==> src/rtl/motor_move_sequencer.sv <==
// Queued motor move sequencer: FIFO of {motor, target} commands driving one shared step/dir
// generator. Optional abort support is enabled by defining MOTOR_SEQ_ABORT_EN.
module motor_move_sequencer #(
  parameter int unsigned NUM_MOTORS = 6,
  parameter int unsigned POS_W      = 10,
  parameter int unsigned FIFO_DEPTH = 4,
  parameter int unsigned STEP_DIV   = 50000,
  parameter int unsigned SETTLE     = 100000
) (
  input  logic                  sysclk,
  input  logic                  INIT_n,
  input  logic                  cmd_valid,
  input  logic [3:0]            cmd_motor,
  input  logic [POS_W-1:0]      cmd_value,
`ifdef MOTOR_SEQ_ABORT_EN
  input  logic                  abort,
`endif
  output logic                  cmd_ready,
  output logic                  cmd_err,
  output logic [NUM_MOTORS-1:0] step,
  output logic [NUM_MOTORS-1:0] dir,
  output logic                  busy,
  output logic                  done,
  output logic [3:0]            active_motor,
  input  logic [3:0]            rd_motor,
  output logic [POS_W-1:0]      rd_pos
);

  localparam int unsigned PTR_W  = (FIFO_DEPTH > 1) ? $clog2(FIFO_DEPTH) : 1;
  localparam int unsigned FCNT_W = PTR_W + 1;

  typedef enum logic [2:0] {StIdle, StLoad, StHigh, StLow, StSettle, StDone} state_e;

  state_e state_q, state_d;

  logic                  abort_req;
`ifdef MOTOR_SEQ_ABORT_EN
  assign abort_req = abort;
`else
  assign abort_req = 1'b0;
`endif

  // Command FIFO
  logic [3:0]        fifo_motor_q [FIFO_DEPTH];
  logic [POS_W-1:0]  fifo_value_q [FIFO_DEPTH];
  logic [PTR_W-1:0]  wr_ptr_q, rd_ptr_q;
  logic [FCNT_W-1:0] fifo_cnt_q;
  logic              full, empty, cmd_bad, push, pop;

  // Move state
  logic [3:0]        mot_q, act_q, act_d;
  logic [POS_W-1:0]  tgt_q;
  logic [POS_W-1:0]  pos_q [NUM_MOTORS];
  logic [POS_W-1:0]  cur_pos, new_pos, rd_sel, rd_pos_q;
  logic [31:0]       cnt_q, cnt_d;
  logic              dir_q, dir_d;
  logic              abort_pend_q, abort_pend_d;
  logic              pos_upd;
  logic              err_q;
  logic [NUM_MOTORS-1:0] onehot;

  assign full      = (fifo_cnt_q == FCNT_W'(FIFO_DEPTH));
  assign empty     = (fifo_cnt_q == '0);
  assign cmd_bad   = (32'(cmd_motor) >= NUM_MOTORS) || (cmd_value > POS_W'(999));
  assign push      = cmd_valid && !cmd_bad && !full && !abort_req;
  assign cmd_ready = !full;
  assign cmd_err   = err_q;

  always_ff @(posedge sysclk or negedge INIT_n) begin
    if (!INIT_n) begin
      wr_ptr_q   <= '0;
      rd_ptr_q   <= '0;
      fifo_cnt_q <= '0;
      err_q      <= 1'b0;
      mot_q      <= '0;
      tgt_q      <= '0;
      for (int i = 0; i < int'(FIFO_DEPTH); i++) begin
        fifo_motor_q[i] <= '0;
        fifo_value_q[i] <= '0;
      end
    end else begin
      err_q <= cmd_valid && (cmd_bad || full) && !abort_req;
      if (pop) begin
        mot_q <= fifo_motor_q[rd_ptr_q];
        tgt_q <= fifo_value_q[rd_ptr_q];
      end
      if (abort_req) begin
        wr_ptr_q   <= '0;
        rd_ptr_q   <= '0;
        fifo_cnt_q <= '0;
      end else begin
        if (push) begin
          fifo_motor_q[wr_ptr_q] <= cmd_motor;
          fifo_value_q[wr_ptr_q] <= cmd_value;
          wr_ptr_q               <= wr_ptr_q + PTR_W'(1);
        end
        if (pop) rd_ptr_q <= rd_ptr_q + PTR_W'(1);
        unique case ({push, pop})
          2'b10:   fifo_cnt_q <= fifo_cnt_q + FCNT_W'(1);
          2'b01:   fifo_cnt_q <= fifo_cnt_q - FCNT_W'(1);
          default: fifo_cnt_q <= fifo_cnt_q;
        endcase
      end
    end
  end

  always_comb begin
    cur_pos = '0;
    rd_sel  = '0;
    for (int i = 0; i < int'(NUM_MOTORS); i++) begin
      if (mot_q == 4'(i))    cur_pos = pos_q[i];
      if (rd_motor == 4'(i)) rd_sel  = pos_q[i];
    end
  end

  assign new_pos = dir_q ? (cur_pos + POS_W'(1)) : (cur_pos - POS_W'(1));

  always_ff @(posedge sysclk or negedge INIT_n) begin
    if (!INIT_n) begin
      state_q      <= StIdle;
      cnt_q        <= '0;
      dir_q        <= 1'b0;
      act_q        <= '0;
      abort_pend_q <= 1'b0;
    end else begin
      state_q      <= state_d;
      cnt_q        <= cnt_d;
      dir_q        <= dir_d;
      act_q        <= act_d;
      abort_pend_q <= abort_pend_d;
    end
  end

  always_comb begin
    state_d      = state_q;
    cnt_d        = cnt_q;
    dir_d        = dir_q;
    act_d        = act_q;
    abort_pend_d = abort_pend_q;
    pos_upd      = 1'b0;
    pop          = 1'b0;
    done         = 1'b0;
    unique case (state_q)
      StIdle: begin
        if (!empty && !abort_req) begin
          pop     = 1'b1;
          state_d = StLoad;
        end
      end
      StLoad: begin
        act_d = mot_q;
        cnt_d = '0;
        if (abort_req) begin
          state_d = StIdle;
        end else if (tgt_q == cur_pos) begin
          state_d = StDone;
        end else begin
          dir_d   = (tgt_q > cur_pos);
          state_d = StHigh;
        end
      end
      StHigh: begin
        if (abort_req) abort_pend_d = 1'b1;
        if (cnt_q == STEP_DIV - 1) begin
          cnt_d   = '0;
          state_d = StLow;
        end else begin
          cnt_d = cnt_q + 32'd1;
        end
      end
      StLow: begin
        if (abort_req) abort_pend_d = 1'b1;
        if (cnt_q == STEP_DIV - 1) begin
          cnt_d   = '0;
          pos_upd = 1'b1;
          // An abort lets the current step count, then skips settle and done.
          if (abort_req || abort_pend_q) begin
            abort_pend_d = 1'b0;
            dir_d        = 1'b0;
            state_d      = StIdle;
          end else if (new_pos == tgt_q) begin
            state_d = StSettle;
          end else begin
            state_d = StHigh;
          end
        end else begin
          cnt_d = cnt_q + 32'd1;
        end
      end
      StSettle: begin
        if (abort_req) begin
          dir_d   = 1'b0;
          state_d = StIdle;
        end else if (cnt_q == SETTLE - 1) begin
          cnt_d   = '0;
          state_d = StDone;
        end else begin
          cnt_d = cnt_q + 32'd1;
        end
      end
      StDone: begin
        done    = 1'b1;
        dir_d   = 1'b0;
        state_d = StIdle;
      end
      default: state_d = StIdle;
    endcase
  end

  always_ff @(posedge sysclk or negedge INIT_n) begin
    if (!INIT_n) begin
      rd_pos_q <= '0;
      for (int i = 0; i < int'(NUM_MOTORS); i++) pos_q[i] <= '0;
    end else begin
      rd_pos_q <= rd_sel;
      for (int i = 0; i < int'(NUM_MOTORS); i++) begin
        if (pos_upd && (mot_q == 4'(i))) pos_q[i] <= new_pos;
      end
    end
  end

  assign onehot       = NUM_MOTORS'(1) << act_q;
  assign step         = (state_q == StHigh) ? onehot : '0;
  assign dir          = (dir_q && (state_q == StHigh || state_q == StLow ||
                                   state_q == StSettle)) ? onehot : '0;
  assign busy         = (state_q != StIdle) || !empty;
  assign active_motor = act_q;
  assign rd_pos       = rd_pos_q;

endmodule

==> config.mk <==
export PLATFORM = sky130hd
export DESIGN_NAME = motor_move_sequencer
export DESIGN_NICKNAME = d
export VERILOG_FILES = /design/src/rtl/motor_move_sequencer.sv
export SDC_FILE = /design/constraint.sdc
export NUM_CORES = 1
export LEC_CHECK = 0
export CAP_MARGIN = 20
export CORE_UTILIZATION = 30
export CTS_BUF_LIST = sky130_fd_sc_hd__clkbuf_4
export CTS_CLUSTER_SIZE = 30
export DETAILED_ROUTE_END_ITERATION = 6
export PLACE_DENSITY_LB_ADDON = 0.15
export SYNTH_ARGS = -nofsm -noshare
export SYNTH_HDL_FRONTEND = slang
export SYNTH_SLANG_ARGS = --single-unit
==> constraint.sdc <==
create_clock -name sysclk -period 4.5 [get_ports sysclk]
set_input_delay 0.9 -clock sysclk [delete_from_list [all_inputs] [get_ports sysclk]]
set_output_delay 0.9 -clock sysclk [all_outputs]
set_load 0.05 [all_outputs]
; Yosys cells after proc, flatten, opt, wreduce, memory -nomap -nowiden
; Index checks and enable logic that the tools add are counted.
[word_totals]
out_inout_bits = 30
ff_bits = 188
in_bits = 21
wordCells = 144
[classes]
bitwise_logic = 3
reduce_logical = 30
n_lt_le_gt_ge = 6
addsub = 7
muxes = 45
n_eq_ne = 27
shift = 1
[ops]
columns = op, count
row1 = two-way mux 10 bit, 16
row2 = one-hot mux 32 bit (3 select lines), 1
row3 = two-way mux 32 bit, 2
row4 = bitwise mux 40 bit, 1
row5 = adder 32 x 1 -> 32 bit (second input constant), 1
row6 = == test 32 x 16 -> 1 bit (second input constant), 1
row7 = == test 32 x 17 -> 1 bit (second input constant), 1
row8 = binary-select mux 10 bit (select 2 bit), 1
row9 = demux 10 bit (select 2 bit), 1
row10 = == test 10 bit, 2
row11 = two-way mux 3 bit, 6
row12 = bitwise mux 16 bit, 1
row13 = == test 4 x 2 -> 1 bit (second input constant), 4
row14 = == test 4 x 3 -> 1 bit (second input constant), 4
row15 = one-hot mux 3 bit (5 select lines), 1
row16 = two-way mux 4 bit, 3
row17 = two-way mux 6 bit, 2
row18 = logical AND 1 bit, 11
row19 = adder 10 x 1 -> 10 bit (second input constant), 1
row20 = > comparator 10 bit, 1
row21 = > comparator 10 bit (second input constant), 1
row22 = != test 2 bit (second input constant), 5
row23 = subtractor 10 x 1 -> 10 bit (second input constant), 1
row24 = == test 3 bit (second input constant), 3
row25 = 27 further kinds, 48

; Logic depth before layout (Yosys ltp)
[logic_depth]
word_depth = 13
depth_mapped = 18
mapped_depth_nobuf = 15

; Worst setup path before layout
; Ideal clock, no wire load.
[synth_timing]
path_type = register to register
from = reg mot_q[0]
to = reg state_q[2]
t_required_ps = 4424
n_path_buf = 3
arrival_ps = 4064
period_less_slack_ps = 4141
setup_ps = 76
slack_ps = 359
stages_incl_launch_ff = 17
cell_sequence = dfrtp_1 -> buf_4 -> clkbuf_1 -> nor2b_1 -> clkbuf_1 -> a22o_1 -> a221o_1 -> o21a_1 -> ha_1 -> a21o_1 -> a21o_1 -> a21o_1 -> a41o_4 -> xor3_1 -> or4_1 -> or4_1 -> o21ai_1
[synth_between]
elab_chain_len = 13
elab_cells_between_ends = 21
classes_between = add/sub (2) / eq/ne (7) / mux (11) / reduce/logical (1)
[synth_rtl]
columns = element, line
row1 = start: declaration, 51  ; logic [3:0] mot_q, act_q, act_d;
row2 = start signal: assignment, 84  ; mot_q <= fifo_motor_q[rd_ptr_q];
row3 = zero test 4 bit, 111  ; if (mot_q == 4'(i)) cur_pos = pos_q[i];
row4 = two-way mux 10 bit (5 in series), 111
row5 = two-way mux 10 bit (*), 111
row6 = subtractor 10 x 1 -> 10 bit or adder 10 x 1 -> 10 bit (tied branches), 116  ; assign new_pos = dir_q ? (cur_pos + POS_W'(1)) : (cur_pos - POS_W'(1));
row7 = two-way mux 10 bit, 116
row8 = == test 10 bit, 181  ; end else if (new_pos == tgt_q) begin
row9 = two-way mux 3 bit, 181
row10 = two-way mux 3 bit, 173  ; if (cnt_q == STEP_DIV - 1) begin
row11 = one-hot mux 3 bit (5 select lines) (*), 143  ; unique case (state_q)
row12 = end signal: assignment, 120  ; state_q <= StIdle;
row13 = end signal: assignment, 126  ; state_q <= state_d;
row14 = end: declaration, 34  ; state_e state_q, state_d;
; Mark *: on every way between the ends. The rest lies on a longest branch, timed or not. The select of a mux whose other input is x is not followed.
; A chain may end at the register's enable or synchronous reset.

; Worst setup path in the final report
; Same ends and word-level chain as after synthesis.

==> out/metrics.cfg <==
[yosys]
ys_warn_count=0
synth_nets=1028
synth_seq_cells=188
synth_common_cells=dfrtp_1 (188), nand2_1 (136), o21ai_0 (125)
synth_edf_count=0
synth_top_cell_area_share=0.472
synth_ff_type=dfrtp_1
async_flop_share=1.00
synthCells=981
synth.most_common_cell=dfrtp_1
synth_area_per_cell_um2=10.2
ys_seq_area_frac=0.472
synth_area_leaders=dfrtp_1 (47%), mux2_2 (7.8%), o21ai_0 (6.3%), nand2_1 (5.1%), mux4_2 (3.4%)
synth_cell_types=63
netlist_area_um2=9960
synth_top_area_cell=dfrtp_1

[drt]
wire_per_inst_um=18.4
vias=7464
final_antenna_net_count=0
drtIter0Drc=373
viasPerCell=5.06
wirelength_um=27100
drc=0
drt-pass1-iter-count=5

[power]
p_leak_nw=4.72
p_total_w=0.00533
power_density_nw_per_um2=468
vdd_drop_max_mv=0.252

[floorplan]
die_w_um=184
dieArea_um2=33900
row_count=66
dieHeight_um=184
initial_core_util=0.305
ios=51
core_um2=32600

[timing]
layout_setup_ws_ns=0.285
fin_skew_ns=0.0478
drv_slew=0
setup-violations-final=0
post-route-min-period_ns=4.21
max_clock_freq_ghz=0.237
tightest_slew_ns=0.976
slew_headroom=0.346
period_share=0.937
hold_viol=0

[run]
drv_cap=0

[global_routing]
grtUsageMet1=0.227
grt_pass1_wl_um=43700
grt_max_degree=106
grt_pass1_vias=7370
use_met2=0.281
grt-ovfl-total=0
grt_usage=0.169
use_met3=0.0285
antenna_found_initial=1
busiest_layer=met2

[critical_path]
worstPathArrival_ns=4.79
crit_slowest_cell=or4_1
max_stage_delay_ns=0.53
cpMostUsedCell=or4_1
worstPathRequired_ns=5.08
cp_cell_sequence=buf_4, and2_1, nand2_1, o21ai_0, a221o_1, o21a_1, ha_1, nor2b_1, o31a_1, o31ai_1, a21bo_2, xnor2_1, or4_1, or4_1, o21ai_1
crit_fanout=12
crit_type=flip-flop to flip-flop
r2r_setup_slack_ns=0.29
cp-end-kind=flip-flop
reg2reg_depth=15
cp-start-kind=flip-flop

[clock_tree]
numCtsBuffers=17
clk_pin_slew_ns=0.17
worstSkewPairLatency_ns=0.65
holdBufCountCts=0
ctsHtreeMaxLevel=4
root_buffer=clkbuf_4
cts_buffer_depth=2
post-cts-setup-buffers=0
cts.sinks=188
cts_tree=done
ctsResizeCount=0

[place]
place_hpwl_um=19300
routabilityCongestion=0.861
post-place-ws_ns=0.263
placed_cells=1440
io_buffers=50

[status]
status=finished, final reports clean

[cells_and_area]
syn2layout_area_growth_pct=14.2
fin_util=0.349
final_net_count=1065
layout-drive-gt1-share=0.157
fin_cells=1474

[min_path]
hold_class=input port to asynchronous set/reset pin

## routing by layer
layer	vias to the layer above	wire [um]
met4	0	297
met5	-	0
met3	17	755
li1	3625	-
met1	3709	13000
met2	113	13000
## final timing paths
| kind | from | to |
|---|---|---|
| setup reg to reg | mot_q[0] | state_q[2] |
| hold reg to reg | fifo_motor_q[3] | fifo_motor_q[3] |
| hold / removal | INIT_n | pos_q[29] |
| max in group asynchronous | INIT_n | cnt_q[10] |
| setup / recovery | mot_q[0] | state_q[2] |
| min in group sysclk | fifo_motor_q[3] | fifo_motor_q[3] |
## cell usage in the layout (no fill, tap or decap), types with 7 or more instances in the layout
| cell | n |
|---|---|
| a21oi_1 | 39 |
| o21a_1 | 13 |
| xnor2_1 | 12 |
| mux2_2 | 69 |
| nand2_1 | 136 |
| nor3_1 | 10 |
| mux4_2 | 15 |
| inv_1 | 22 |
| a22o_1 | 8 |
| buf_4 | 22 |
| a221oi_1 | 9 |
| dfrtp_1 | 187 |
| xor2_1 | 7 |
| clkdlybuf4s50_1 | 49 |
| a221o_1 | 7 |
| nand2b_1 | 19 |
| or3_1 | 7 |
| a31oi_1 | 12 |
| and2_1 | 17 |
| a21o_1 | 7 |
| and3_1 | 13 |
| clkbuf_4 | 18 |
| mux2i_1 | 12 |
| o31ai_1 | 10 |
| ha_1 | 24 |
| o21ai_0 | 125 |
| o41ai_1 | 8 |
| nand3_1 | 21 |
| nor2_1 | 38 |
## sequential cells by signal (all words and copies together), names as in the netlist, 4 cells and up
name          count
tgt_q            10
pos_q            60
fifo_motor_q     16
cnt_q            32
rd_pos           10
active_motor      4
fifo_value_q     40
mot_q             4
## cells by family (layout without fill, tap and decap cells)
kind of cell,after synthesis,in the layout,share of synthesized area
AO/OA/AOI/OAI,264,264,0.165
XOR/XNOR,22,22,0.0222
adder cells (fa/ha/maj),26,26,0.0342
buffers and inverters,79,129,0.0319
flip-flops,188,188,0.472
multiplexers,97,97,0.125
other,0,1,0
AND/OR/NAND/NOR,305,305,0.149
## area by class of cell
cell class,instances,area (um2)
inverter,22,82.6
multi-input combinational,714,4980
fill,3338,21200
tap,442,553
clock inverter,14,201
sequential,188,4710
timing repair buffer,75,724
clock buffer,18,135
antenna,1,2.50
## power breakdown
group          internal (W)  total, W  switching [W]  leakage (nW)
sequential          0.00203   0.00233       0.000302          2.48
combinational      0.000939   0.00192       0.000980          2.07
clock              0.000370   0.00108       0.000707         0.174
## through the flow
stage	area, um2	hold WS (ns)	setup TNS [ns]
after floorplan	9960	0.446	0
after global placement	11000	0.468	0
after detailed placement	11000	0.466	0
after CTS	11400	0.384	0
after global routing	11400	0.390	-0.0149
final	11400	0.323	0
## worst max-delay path: cells and delay by family, from the launching register on
kind / cells / cell delay, ns
buffers and inverters: 1 / 0.19
AND/OR/NAND/NOR: 5 / 1.49
AO/OA/AOI/OAI: 7 / 1.56
XOR/XNOR: 1 / 0.14
flip-flops: 1 / 0.47
adder cells (fa/ha/maj): 1 / 0.32
No activity file was read; power rests on OpenSTA's default activity.
